`src/rtl/safety_monitor.sv`:
```
// Telemetry conditioner for the piezo driver: persistence/hysteresis battery flag,
// held over-speed flag and a debounced-entry rider mode FSM. All outputs registered.
module safety_monitor #(
  parameter logic [11:0] BATT_THRES = 12'h800,
  parameter logic [11:0] BATT_HYST  = 12'h040,
  parameter int unsigned PERSIST    = 4,
  parameter logic [11:0] SPD_THRES  = 12'd1536,
  parameter logic [23:0] HOLD_CYC   = 24'd10_000_000,
  parameter logic [15:0] ENTRY_CYC  = 16'd50_000
) (
  input  logic        clk,
  input  logic        rst_n,
  input  logic        pwr_up,
  input  logic        en_steer,
  input  logic [11:0] batt,
  input  logic        batt_vld,
  input  logic [11:0] lft_spd,
  input  logic [11:0] rght_spd,
  input  logic        spd_vld,
  output logic        norm_mode,
  output logic        ovr_spd,
  output logic        batt_low
);

  typedef enum logic [1:0] {
    ST_OFF    = 2'd0,
    ST_ARMED  = 2'd1,
    ST_NORMAL = 2'd2
  } state_t;

  localparam logic [3:0]  PERSIST_M1 = 4'(PERSIST - 1);
  localparam logic [12:0] BATT_HI    = {1'b0, BATT_THRES} + {1'b0, BATT_HYST};

  // Two's-complement magnitude; -2048 has no positive twin and saturates.
  function automatic logic [11:0] sat_abs(input logic [11:0] v);
    logic [11:0] r;
    if (v == 12'h800) begin
      r = 12'h7FF;
    end else if (v[11]) begin
      r = 12'd0 - v;
    end else begin
      r = v;
    end
    return r;
  endfunction

  state_t      state_r, state_s;
  logic [15:0] ecnt_r, ecnt_s;
  logic        norm_mode_r;
  logic [3:0]  pcnt_r, pcnt_s;
  logic        batt_low_r, batt_low_s;
  logic        batt_qual_s;
  logic [23:0] hold_r, hold_s;
  logic        ovr_spd_r, ovr_spd_s;
  logic [11:0] lft_mag_s, rght_mag_s, mag_s;
  logic        over_s;

  // Target condition flips with the current flag to give hysteresis.
  assign batt_qual_s = batt_low_r ? ({1'b0, batt} >= BATT_HI) : (batt < BATT_THRES);

  assign lft_mag_s  = sat_abs(lft_spd);
  assign rght_mag_s = sat_abs(rght_spd);
  assign mag_s      = (lft_mag_s > rght_mag_s) ? lft_mag_s : rght_mag_s;
  assign over_s     = spd_vld && (mag_s > SPD_THRES);

  // Battery persistence counter and flag next-state.
  always_comb begin
    pcnt_s     = pcnt_r;
    batt_low_s = batt_low_r;
    if (batt_vld) begin
      if (batt_qual_s) begin
        if (pcnt_r >= PERSIST_M1) begin
          batt_low_s = ~batt_low_r;
          pcnt_s     = 4'd0;
        end else begin
          pcnt_s = pcnt_r + 4'd1;
        end
      end else begin
        pcnt_s = 4'd0;
      end
    end else begin
      pcnt_s = pcnt_r;
    end
  end

  // Over-speed hold timer next-state; loss of power overrides everything.
  always_comb begin
    hold_s    = hold_r;
    ovr_spd_s = ovr_spd_r;
    if (!pwr_up) begin
      hold_s    = 24'd0;
      ovr_spd_s = 1'b0;
    end else if (over_s) begin
      hold_s    = HOLD_CYC;
      ovr_spd_s = 1'b1;
    end else if (hold_r != 24'd0) begin
      hold_s    = hold_r - 24'd1;
      ovr_spd_s = (hold_r != 24'd1);
    end else begin
      hold_s    = 24'd0;
      ovr_spd_s = 1'b0;
    end
  end

  // Rider mode FSM next-state and entry debounce counter.
  always_comb begin
    state_s = state_r;
    ecnt_s  = ecnt_r;
    if (!pwr_up) begin
      state_s = ST_OFF;
      ecnt_s  = 16'd0;
    end else begin
      case (state_r)
        ST_OFF: begin
          state_s = ST_ARMED;
          ecnt_s  = 16'd0;
        end
        ST_ARMED: begin
          if (en_steer) begin
            if (({1'b0, ecnt_r} + 17'd1) >= {1'b0, ENTRY_CYC}) begin
              state_s = ST_NORMAL;
              ecnt_s  = 16'd0;
            end else begin
              ecnt_s = ecnt_r + 16'd1;
            end
          end else begin
            ecnt_s = 16'd0;
          end
        end
        ST_NORMAL: begin
          ecnt_s = 16'd0;
          if (!en_steer) begin
            state_s = ST_ARMED;
          end else begin
            state_s = ST_NORMAL;
          end
        end
        default: begin
          state_s = ST_OFF;
          ecnt_s  = 16'd0;
        end
      endcase
    end
  end

  // State and output registers.
  always_ff @(posedge clk or negedge rst_n) begin
    if (!rst_n) begin
      state_r     <= ST_OFF;
      ecnt_r      <= 16'd0;
      norm_mode_r <= 1'b0;
      pcnt_r      <= 4'd0;
      batt_low_r  <= 1'b0;
      hold_r      <= 24'd0;
      ovr_spd_r   <= 1'b0;
    end else begin
      state_r     <= state_s;
      ecnt_r      <= ecnt_s;
      norm_mode_r <= (state_s == ST_NORMAL);
      pcnt_r      <= pcnt_s;
      batt_low_r  <= batt_low_s;
      hold_r      <= hold_s;
      ovr_spd_r   <= ovr_spd_s;
    end
  end

  assign norm_mode = norm_mode_r;
  assign ovr_spd   = ovr_spd_r;
  assign batt_low  = batt_low_r;

endmodule
```
`config.mk`:
```
export PLATFORM = sky130hd
export DESIGN_NAME = safety_monitor
export DESIGN_NICKNAME = d
export VERILOG_FILES = /design/src/rtl/safety_monitor.sv
export SDC_FILE = /design/constraint.sdc
export NUM_CORES = 1
export LEC_CHECK = 0
export CAP_MARGIN = 0
export CORE_AREA = 8 8 89 91
export CTS_BUF_LIST = sky130_fd_sc_hd__clkbuf_8
export DETAILED_ROUTE_END_ITERATION = 8
export DIE_AREA = 0 0 97 99
export PLACE_DENSITY = 0.95
export SLEW_MARGIN = 20
export SYNTH_ARGS = -nofsm -noshare
export SYNTH_HDL_FRONTEND = slang
export SYNTH_SLANG_ARGS = --single-unit
```
`constraint.sdc`:
```
create_clock -name clk -period 4.5 [get_ports clk]
set_input_delay 0.9 -clock clk [delete_from_list [all_inputs] [get_ports clk]]
set_output_delay 0.9 -clock clk [all_outputs]
set_load 0.01 [all_outputs]
```
### Word level (Yosys, flattened, before mapping)

Index checks and enable logic that the tools add are counted.

| word-level totals | value |
|---|---|
| output and inout port bits | 3 |
| input port bits | 42 |
| word-level logic and storage cells | 53 |
| flip-flop bits (word level) | 49 |

| cells by class | value |
|---|---|
| bitwise logic cells | 1 |
| reduce and logical (&&, ||, !) cells | 4 |
| muxes and demuxes | 23 |
| equal/unequal tests | 6 |
| $lt $le $gt $ge | 6 |
| add/sub/neg operators | 6 |

Operator list:

| cell | count |
|---|---|
| $mux 24 | 3 |
| $mux 16 | 4 |
| $mux 12 | 5 |
| $eq 12x12->1 const B | 2 |
| $ne 24x1->1 const B | 1 |
| $reduce_bool 24->1 | 1 |
| $sub 1x12->12 const A | 2 |
| $sub 24x1->24 const B | 1 |
| $add 16x1->17 const B | 1 |
| $ge 17x16->1 const B | 1 |
| $add 16x1->16 const B | 1 |
| $ge 12x12->1 const B | 1 |
| $gt 12x11->1 const B | 1 |
| $gt 12x12->1 | 1 |
| $lt 12x12->1 const B | 1 |
| $mux 2 | 4 |
| $mux 4 | 2 |
| $pmux 2 s3 | 1 |
| $add 4x1->4 const B | 1 |
| $eq 2x2->1 const B | 2 |
| $ge 4x2->1 const B | 1 |
| $mux 1 | 4 |
| $reduce_and 3->1 | 1 |
| $eq 2x1->1 const B | 1 |
| 3 further kinds | 3 |

### Logic depth before layout (Yosys ltp)

Gate-level depths: netlist (run 1).

| depth | value |
|---|---|
| word-level depth | 9 |
| depth in mapped cells | 16 |

### Least setup slack after synthesis (run 1)

No wires, ideal clock.

| path | value |
|---|---|
| path kind | input-to-reg |
| from | input port rght_spd[5] |
| to | register hold_r[13] |
| data arrival time | 3.832 ns |
| setup slack | 0.542 ns |
| setup time | 0.127 ns |
| stages on the path | 14 |
| required time | 4.373 ns |
| path through | or4_1 > buf_6 > nor4_4 > nor2_1 > mux2_2 > ha_1 > a21oi_1 > o21a_1 > o211ai_1 > o21ai_0 > nand3b_1 > o32ai_2 > buf_6 > nor3_2 |

| on the way | value |
|---|---|
| longest elaborated chain between the ends | 9 |
| elaborated cells between the ends (all ways) | 10 |
| those cells by class | add/sub (1); order compare (2); eq/ne (1); mux (5); reduce/logical (1) |

RTL lines:

| element | line | source |
|---|---|---|
| start, declared | 18 | `input logic [11:0] rght_spd,` |
| $sub 1x12->12 | 40 | `r = 12'd0 - v;` |
| $mux 12 | 39 | `end else if (v[11]) begin` |
| $mux 12 (*) | 37 | `if (v == 12'h800) begin` |
| $gt 12x12->1 | 63 | `assign mag_s = (lft_mag_s > rght_mag_s) ? lft_mag_s : rght_mag_s;` |
| $mux 12 (*) | 63 |  |
| $gt 12x11->1 (*) | 64 | `assign over_s = spd_vld && (mag_s > SPD_THRES);` |
| $logic_and 1x1->1 (*) | 64 |  |
| $mux 24 (*) | 93 | `end else if (over_s) begin` |
| $mux 24 (*) | 90 | `if (!pwr_up) begin` |
| named net hold_s[13] | 53 | `logic [23:0] hold_r, hold_s;` |
| end signal, assigned | 162 | `hold_r <= hold_s;` |
| end, declared | 53 |  |

The timed path passes the listed nets; every way through them passes the cells marked *.
A chain may end at the register's enable or synchronous reset.

### Worst setup path after layout (run 1)

| path | value |
|---|---|
| from | input port rght_spd[5] |
| to | register hold_r[5] |

The elaborated chain is that of the path after synthesis.

==> results.toml, run 1 <==
[power]
clockPowerShare_pct = 15.7
switching_power_mw = 0.639
peakVddDrop_mv = 0.351
p_leak_nw = 1.82
internal-power_mw = 0.980
power_frac_seq_pct = 39.5
power.density_cell_area_nw_per_um2 = 365
power_frac_comb_pct = 44.8
p_sw_share_pct = 39.5

[clock_network]
ctsHoldBuffers = 0
post-cts-setup-buffers = 0
clock_path_buffers = 2
cts_tree = "done"
htreeDepth = 2
cts_buffers = 5
cts_sinks = 49
root_buffer = "clkbuf_8"
cts_resized = 0
clk_pin_slew_worst_paths_ns = 0.09
clock_latency_ns = 0.30

[sta]
slew_violations = 0
period_minus_slack_ns = 4.24
fmax_ghz = 0.236
rsz0062_at_grt = "no"
fin_crit_sh_pct = 94.2
setup_tns_ns = 0
whs_ns = 0.508
setup_violations = 0
skew_ns = 0.00673
worst_pin_slew_ns = 0.634
finalHoldViolCount = 0
worst_slew_margin_rel_pct = 57.2

[die]
initial_core_util_pct = 58.2
pin_count = 45
dieArea_um2 = 9600
chipWidth_um = 97
die_h_um = 99
core-area_um2 = 6570
rows = 30

[setup_path]
end_kind = "flip-flop"
crit_arrival_ns = 4.40
crit_required_ns = 4.66
r2r-start = "ecnt_r[0]$_DFF_PN0_"
r2r-end = "ecnt_r[6]$_DFF_PN0_"
critical_path_class = "in2reg"
r2r_slack_ns = 1.48
startpoint_type = "input pin"
cp_max_fo = 25
r2r_cells = 8
critical_path.startpoint = "rght_spd[5]"

[detailed_routing]
wl_mm = 8.53
dr.pass1.iters = 5
detail_route.wl_per_cell_um = 15.0
first_iter_violations = 229
drcViolationCount = 0
routed_via_density = 6.11
num_vias = 3473
antenna_left = 0

[run_status]
run_status = "completed"

[finish]
drive_above_1_share_pct = 10.5
design_area_um2 = 4440
layout.cells.non_filler = 568
finalNetCount = 549
utilization_pct = 67.5
syn_to_final_growth_pct = 16.1
n_antenna_cell = 0

[placement]
place.gp.congestion = 0.925
placed_cell_area_um2 = 4350
dp_hpwl_mm = 6.45
place_inst = 560
io_buffers = 38

[global_route]
antenna_found_initial = 0
grt_pass1_vias = 3349
grt_max_degree = 50
grt_usage_pct = 17.6
grt_pass1_wl_mm = 14.7
overflow = 0

[synthesis]
yosys.area.top_type = "dfrtp_1"
yosys_warnings = 0
syn_area_um2 = 3820
synthDistinctLibCells = 61
ys_ff_latch = 49
syn_inst = 442
synth_ff_type = "dfrtp_1"
syn_avg_cell_area_um2 = 8.65
yosysSeqAreaShare_pct = 32.1
async_flop_share_pct = 100
syn-num-nets = 504
synth_top_area_share_pct = 32.1
synth_area_leaders = "dfrtp_1, xnor2_1, ha_1"
synth_edf_count = 0

[hold_path]
min_path_cells = 1
hold_start = "pcnt_r[0]$_DFFE_PN0P_"
hold_path_class = "reg2reg"
min_to = "pcnt_r[0]$_DFFE_PN0P_"

[job]
drv_cap = 0
==> power groups by stage <==
stage | Sequential (mW) | Combinational (mW) | Clock, mW
final | 0.640 | 0.725 | 0.255
after floorplan | 0.626 | 0.548 | 0
after detailed placement | 0.646 | 0.720 | 0
after CTS | 0.638 | 0.726 | 0.258
after global placement | 0.635 | 0.683 | 0
after global routing | 0.652 | 0.810 | 0.279
==> flip-flops by register name, summed over array words and instances, names as in the netlist <==
signal / flops
hold_r: 24
pcnt_r: 4
batt_low: 1
ecnt_r: 16
norm_mode: 1
ovr_spd: 1
state_r: 2
==> placed cells by master (no fill, tap or decap), types with 2 or more instances in the layout <==
cell              n
inv_1            16
nand3_1          13
nand4_1           8
nor4_4            2
clkinv_2          2
or2_2             2
nand2b_1          9
and4_1            2
o2bb2ai_1         8
or3_1             5
a31oi_1           5
xnor2_1          34
nor2b_1           9
nor3_2           14
a2111oi_0         2
nor4_1            7
mux2i_1           4
or4_1             6
nor3_1           23
nor2_1           52
a211oi_1          2
clkdlybuf4s50_1  37
dfrtp_1          49
ha_1             20
o21ai_0          14
a311oi_1          2
buf_4            15
a21o_1            3
o211ai_1          5
o21a_1            2
nand2_1          37
o31ai_1           4
xor2_1           13
o32ai_1           2
and3_1            3
o41ai_1           3
nand3b_1          3
a21oi_1          22
clkbuf_8          5
==> Yosys cell counts, types with 2 or more instances <==
cell type  count
nand2b_1       9
dfrtp_1       49
buf_2          6
buf_6          3
nand3b_1       3
nor4_1         7
o31ai_1        4
nor3_2        14
o32ai_1        2
xor2_1        13
o21ai_0       14
a21oi_1       22
a2111oi_0      2
mux2i_1        4
and4_1         2
a211oi_1       2
a311oi_1       2
nand2_1       37
ha_1          20
o41ai_1        3
nor2b_1        9
nor2_1        52
or2_2          2
o211ai_1       5
or3_1          5
clkbuf_1       5
nor3_1        23
o2bb2ai_1      8
or4_1          6
nor4_4         2
and3_1         3
a21o_1         3
nand4_1        8
xnor2_1       34
o21a_1         2
nand3_1       13
a31oi_1        5
inv_1         16
==> stage by stage <==
step	total power, mW	worst slack, ns
after floorplan	1.17	0.542
after global placement	1.32	0.0874
after detailed placement	1.37	-0.0245
after CTS	1.62	0.283
after global routing	1.74	0.0425
final	1.62	0.263
==> cell type report <==
cell class,instances,area [um^2]
inverters,16,60.1
clock buffers,5,68.8
clock inverters,3,17.5
repair buffers,53,503
well taps,80,100
multi-input cells,362,2460
flip-flops and latches,49,1230
fillers,497,2130
==> layer usage <==
metal / vias to the layer above / routed length (um) / part of all wire (%) / GRT usage (%)
li1: 1694 / - / - / -
met1: 1631 / 3740 / 44 / 21.7
met2: 134 / 4230 / 50 / 30.8
met3: 14 / 445 / 5.2 / 3.01
met4: 0 / 108 / 1.3 / 4.85
met5: - / 0 / 0 / 0
==> worst max-delay path, cell delays in order <==
cell	delay [ns]
clkdlybuf4s50_1	0.42
or4_1	0.69
o41ai_1	0.40
mux2_2	0.39
ha_1	0.30
a21oi_1	0.15
o21a_1	0.17
o211ai_1	0.09
o21ai_0	0.26
nand3b_1	0.17
o32ai_4	0.17
buf_12	0.22
nor3_2	0.07
==> how the worst max path moves through the flow <==
stage	to	slack [ns]	cells after the start
floorplan	hold_r[13]$_DFF_PN0_	0.54	14
global placement	hold_r[3]$_DFF_PN0_	0.09	13
detailed placement	hold_r[3]$_DFF_PN0_	-0.02	13
CTS	hold_r[3]$_DFF_PN0_	0.28	13
global route	hold_r[19]$_DFF_PN0_	0.04	13
finish	hold_r[5]$_DFF_PN0_	0.26	13
==> cell families after synthesis <==
| family | after synthesis | share of synthesized area, % |
|---|---|---|
| fa+ha+maj | 20 | 6.55 |
| compound gates | 85 | 15.4 |
| xor+xnor | 47 | 10.8 |
| buf+inv | 31 | 3.83 |
| simple gates | 205 | 30.1 |
| mux | 5 | 1.34 |
| flops | 49 | 32.1 |
Power figures use the tool's default switching activity.
==> inputs of run 2 (changes only) <==
Settings changed: CORE_AREA 8 8 89 91 to 8 8 114 116, DIE_AREA 0 0 97 99 to 0 0 122 124, PLACE_DENSITY 0.95 to 0.64.
==> results.toml, run 2 (synthesis gave the netlist of run 1 again) <==
[detailed_routing]
antenna_left = 0
drcViolationCount = 0
dr.pass1.iters = 4
num_vias = 3357
detail_route.wl_per_cell_um = 13.2
first_iter_violations = 158
wl_mm = 8.44
routed_via_density = 5.26

[power]
p_leak_nw = 1.86
power_mw = 1.61
peakVddDrop_mv = 0.192
power.density_cell_area_nw_per_um2 = 352

[placement]
place.gp.congestion = 0.849
place_inst = 630
placed_cell_area_um2 = 4480
io_buffers = 38
place_ws_ns = -0.0426
dp_hpwl_mm = 6.50

[global_route]
top_usage_layer = "met2"
overflow = 0
met1_usage_pct = 14.7
grt_pass1_vias = 3226
grt_usage_pct = 11.4
grt_pass1_wl_mm = 14.6
use_met2_pct = 19.2
antenna_found_initial = 0
grt_max_degree = 50
grt_use_met3_pct = 2.09

[finish]
layout.cells.non_filler = 638
drive_above_1_share_pct = 11.5
final_common_cell = "nor2_1"
finalNetCount = 556
utilization_pct = 40.8
largest_register_ffs = 24
syn_to_final_growth_pct = 19.4
n_antenna_cell = 0
regMostFlops = "hold_r"
design_area_um2 = 4560
final_cell_mix = "nor2_1, dfrtp_1, nand2_1, clkdlybuf4s50_1, xnor2_1"
reg_top3 = "hold_r (24), ecnt_r (16), pcnt_r (4)"

[clock_network]
cts_resized = 0
post-cts-setup-buffers = 0
clk_pin_slew_worst_paths_ns = 0.08
cts_tree = "done"
cts_buffers = 5
clock_latency_ns = 0.30
clock_path_buffers = 2
htreeDepth = 2
ctsHoldBuffers = 0
cts_sinks = 49
root_buffer = "clkbuf_8"

[die]
initial_core_util_pct = 34.2
pin_count = 45
chipWidth_um = 122
dieArea_um2 = 15100
core-area_um2 = 11200
rows = 39
die_h_um = 124

[setup_path]
startpoint_type = "input pin"
cp_max_fo = 25
end_kind = "flip-flop"
critical_path_class = "in2reg"
crit_required_ns = 4.65
crit_arrival_ns = 4.36

[sta]
period_minus_slack_ns = 4.20
fin_crit_sh_pct = 93.4
worst_pin_slew_ns = 0.680
finalHoldViolCount = 0
slew_violations = 0
worst_slew_margin_rel_pct = 54.1
fmax_ghz = 0.238
skew_ns = 0.00975
setup_violations = 0
fin_ws_ns = 0.295
rsz0062_at_grt = "no"

[hold_path]
hold_path_class = "reg2reg"

[run_status]
run_status = "completed"

[job]
drv_cap = 0
[run 2: per-layer routing]
| layer | vias to the layer above | part of all wire [%] | wire (um) |
|---|---|---|---|
| li1 | 1705 | - | - |
| met1 | 1580 | 47 | 3940 |
| met2 | 64 | 48 | 4010 |
| met3 | 8 | 4.8 | 401 |
| met4 | 0 | 0.97 | 82 |
| met5 | - | 0 | 0 |
[run 2: final timing paths]
check	from	end	slack, ns	cells after the start
min in group asynchronous	rst_n	ecnt_r[6]$_DFF_PN0_	0.60	1
worst max register to register	ecnt_r[0]$_DFF_PN0_	ecnt_r[5]$_DFF_PN0_	1.45	8
worst min register to register	pcnt_r[0]$_DFFE_PN0P_	pcnt_r[0]$_DFFE_PN0P_	0.48	1
worst min-delay path	pcnt_r[0]$_DFFE_PN0P_	pcnt_r[0]$_DFFE_PN0P_	0.48	1
max in group asynchronous	rst_n	hold_r[8]$_DFF_PN0_	3.48	1
worst max-delay path	rght_spd[5]	hold_r[11]$_DFF_PN0_	0.30	16
[run 2: stage by stage]
step | TNS [ns] | hold slack [ns]
floorplan | 0 | 0.457
global placement | 0 | 0.468
detailed placement | -0.512 | 0.481
CTS | 0 | 0.492
global route | 0 | 0.525
finish | 0 | 0.485
[run 2: layout make-up]
cell class	instances	area [um^2]
clock buffer	5	68.8
multi-input combinational	362	2460
sequential	49	1230
inverter	16	60.1
timing repair buffer	60	556
clock inverter	3	13.8
fill	1126	6610
tap	143	179
[run 2: where the power goes]
part	switching (mW)	internal [mW]	total, mW
Clock	0.144	0.106	0.249
Sequential	0.0916	0.541	0.633
Combinational	0.390	0.334	0.724
[run 2: critical path, cell delays in order]
cell and delay [ns]:
clkdlybuf4s50_1 0.42, or4_1 0.57, buf_4 0.19, nand2b_1 0.15, o21ai_0 0.20, mux2i_1 0.37
inv_1 0.08, ha_1 0.19, a21oi_1 0.15, o21a_1 0.16, o211ai_1 0.08, o21ai_0 0.25
nand3b_1 0.16, o32ai_4 0.17, buf_12 0.23, a211oi_1 0.07
==> inputs of run 3 (changes only) <==
Settings changed: CORE_AREA 8 8 114 116 to 8 8 102 104, DIE_AREA 0 0 122 124 to 0 0 110 112, PLACE_DENSITY 0.64 to 0.76.
==> results.toml, run 3 (synthesis gave the netlist of run 1 again) <==
[hold_path]
hold_path_class = "reg2reg"
min_to = "pcnt_r[0]$_DFFE_PN0P_"
hold_start = "pcnt_r[0]$_DFFE_PN0P_"
min_path_cells = 1

[die]
pin_count = 45
core-area_um2 = 8890
die_h_um = 112
dieArea_um2 = 12300
initial_core_util_pct = 43.0
rows = 35
chipWidth_um = 110

[clock_network]
cts_sinks = 49
clock_latency_ns = 0.30
clock_path_buffers = 2
htreeDepth = 2
cts_buffers = 5
cts_resized = 0
root_buffer = "clkbuf_8"
cts_tree = "done"
clk_pin_slew_worst_paths_ns = 0.09
ctsHoldBuffers = 0

[sta]
setup_violations = 0
skew_ns = 0.00469
whs_ns = 0.484
worst_slew_margin_rel_pct = 50.6
setup_tns_ns = 0
period_minus_slack_ns = 4.26
fin_crit_sh_pct = 94.8
rsz0062_at_grt = "no"
worst_pin_slew_ns = 0.732
finalHoldViolCount = 0
fmax_ghz = 0.235
slew_violations = 0

[power]
p_leak_nw = 1.84
power_mw = 1.64
power.density_cell_area_nw_per_um2 = 365
peakVddDrop_mv = 0.155

[setup_path]
cpPeakStageDelay_ns = 0.58
cp_max_fo = 25
cp_cell_sequence = "clkdlybuf4s50_1, or4_1, buf_4, nor4_4, nor2_1, mux2_2, ha_1, a21oi_1, o21a_1, o211ai_1, o21ai_0, buf_4, o32ai_4, buf_12, a211oi_1"
r2r_slack_ns = 1.42
end_kind = "flip-flop"
r2r-end = "ecnt_r[15]$_DFF_PN0_"
critical_path.startpoint = "rght_spd[5]"
r2r-start = "ecnt_r[0]$_DFF_PN0_"
cp_common_cell = "buf_4"
critical_path_class = "in2reg"
crit_arrival_ns = 4.46
slowest_stage = "or4_1"
startpoint_type = "input pin"
r2r_cells = 8
crit_required_ns = 4.70

[placement]
place_inst = 591
io_buffers = 38
placed_cell_area_um2 = 4390
place.gp.congestion = 0.886
dp_hpwl_mm = 6.42

[detailed_routing]
num_vias = 3381
first_iter_violations = 157
drcViolationCount = 0
dr.pass1.iters = 5
wl_mm = 8.53
routed_via_density = 5.64
antenna_left = 0
detail_route.wl_per_cell_um = 14.2

[global_route]
grt_max_degree = 50
overflow = 0
grt_pass1_vias = 3307
antenna_found_initial = 0
grt_usage_pct = 14.1
grt_pass1_wl_mm = 14.7

[finish]
finalNetCount = 550
design_area_um2 = 4500
nFillCells = 817
final_common_cell = "nor2_1"
syn_to_final_growth_pct = 17.7
drive_above_1_share_pct = 10.6
reg_top3 = "hold_r (24), ecnt_r (16), pcnt_r (4)"
largest_register_ffs = 24
n_antenna_cell = 0
final_cell_mix = "nor2_1, dfrtp_1, nand2_1, clkdlybuf4s50_1, xnor2_1"
regMostFlops = "hold_r"
layout.cells.non_filler = 600

[run_status]
run_status = "completed"

[job]
drv_cap = 0
## run 3: cell type report
| type | count | area [um^2] | area share, % |
|---|---|---|---|
| tap | 111 | 139 | 3.09 |
| inverter | 16 | 60.1 | 1.34 |
| clock inverter | 1 | 5.00 | 0.111 |
| sequential | 49 | 1230 | 27.3 |
| timing repair buffer | 54 | 510 | 11.3 |
| multi-input combinational | 362 | 2460 | 54.7 |
| clock buffer | 7 | 96.3 | 2.14 |
## run 3: critical path: cells and delay by family
kind	cells	cell delay, ns
AND/OR/NAND/NOR	3	0.98
multiplexers	1	0.28
adder cells (fa/ha/maj)	1	0.29
buffers and inverters	4	1.00
AO/OA/AOI/OAI	6	1.00
## run 3: timing repair
item,4_1_cts,5_1_grt
buffers inserted,0,1
hold endpoints to repair,0,0
setup endpoints to repair,0,1
## run 3: how the worst max path moves through the flow
stage | to | depth (start not counted)
floorplan | hold_r[13]$_DFF_PN0_ | 14
global placement | hold_r[2]$_DFF_PN0_ | 15
detailed placement | hold_r[12]$_DFF_PN0_ | 15
CTS | hold_r[11]$_DFF_PN0_ | 15
global route | hold_r[11]$_DFF_PN0_ | 16
finish | hold_r[11]$_DFF_PN0_ | 15
## run 3: power breakdown
group | switching, mW | internal (mW) | leakage (nW) | total (mW)
sequential | 0.0938 | 0.541 | 0.663 | 0.635
combinational | 0.392 | 0.333 | 1.12 | 0.725
clock | 0.145 | 0.139 | 0.0542 | 0.284
total | 0.631 | 1.01 | 1.84 | 1.64
## run 3: layer usage
metal  global-route usage [%]  wire length [um]  vias to the layer above
met5                        0                 0                        -
met4                     4.32               146                        0
met3                     2.31               392                       12
met2                     23.4              4120                       84
met1                     17.9              3880                     1591
li1                         -                 -                     1694
## run 3: per-stage QoR
step / worst slack, ns / util (%)
detailed placement: -0.0206 / 49.3
CTS: 0.266 / 50.5
finish: 0.236 / 50.6
global route: 0.00326 / 50.6
floorplan: 0.542 / -
global placement: 0.0832 / 49.3
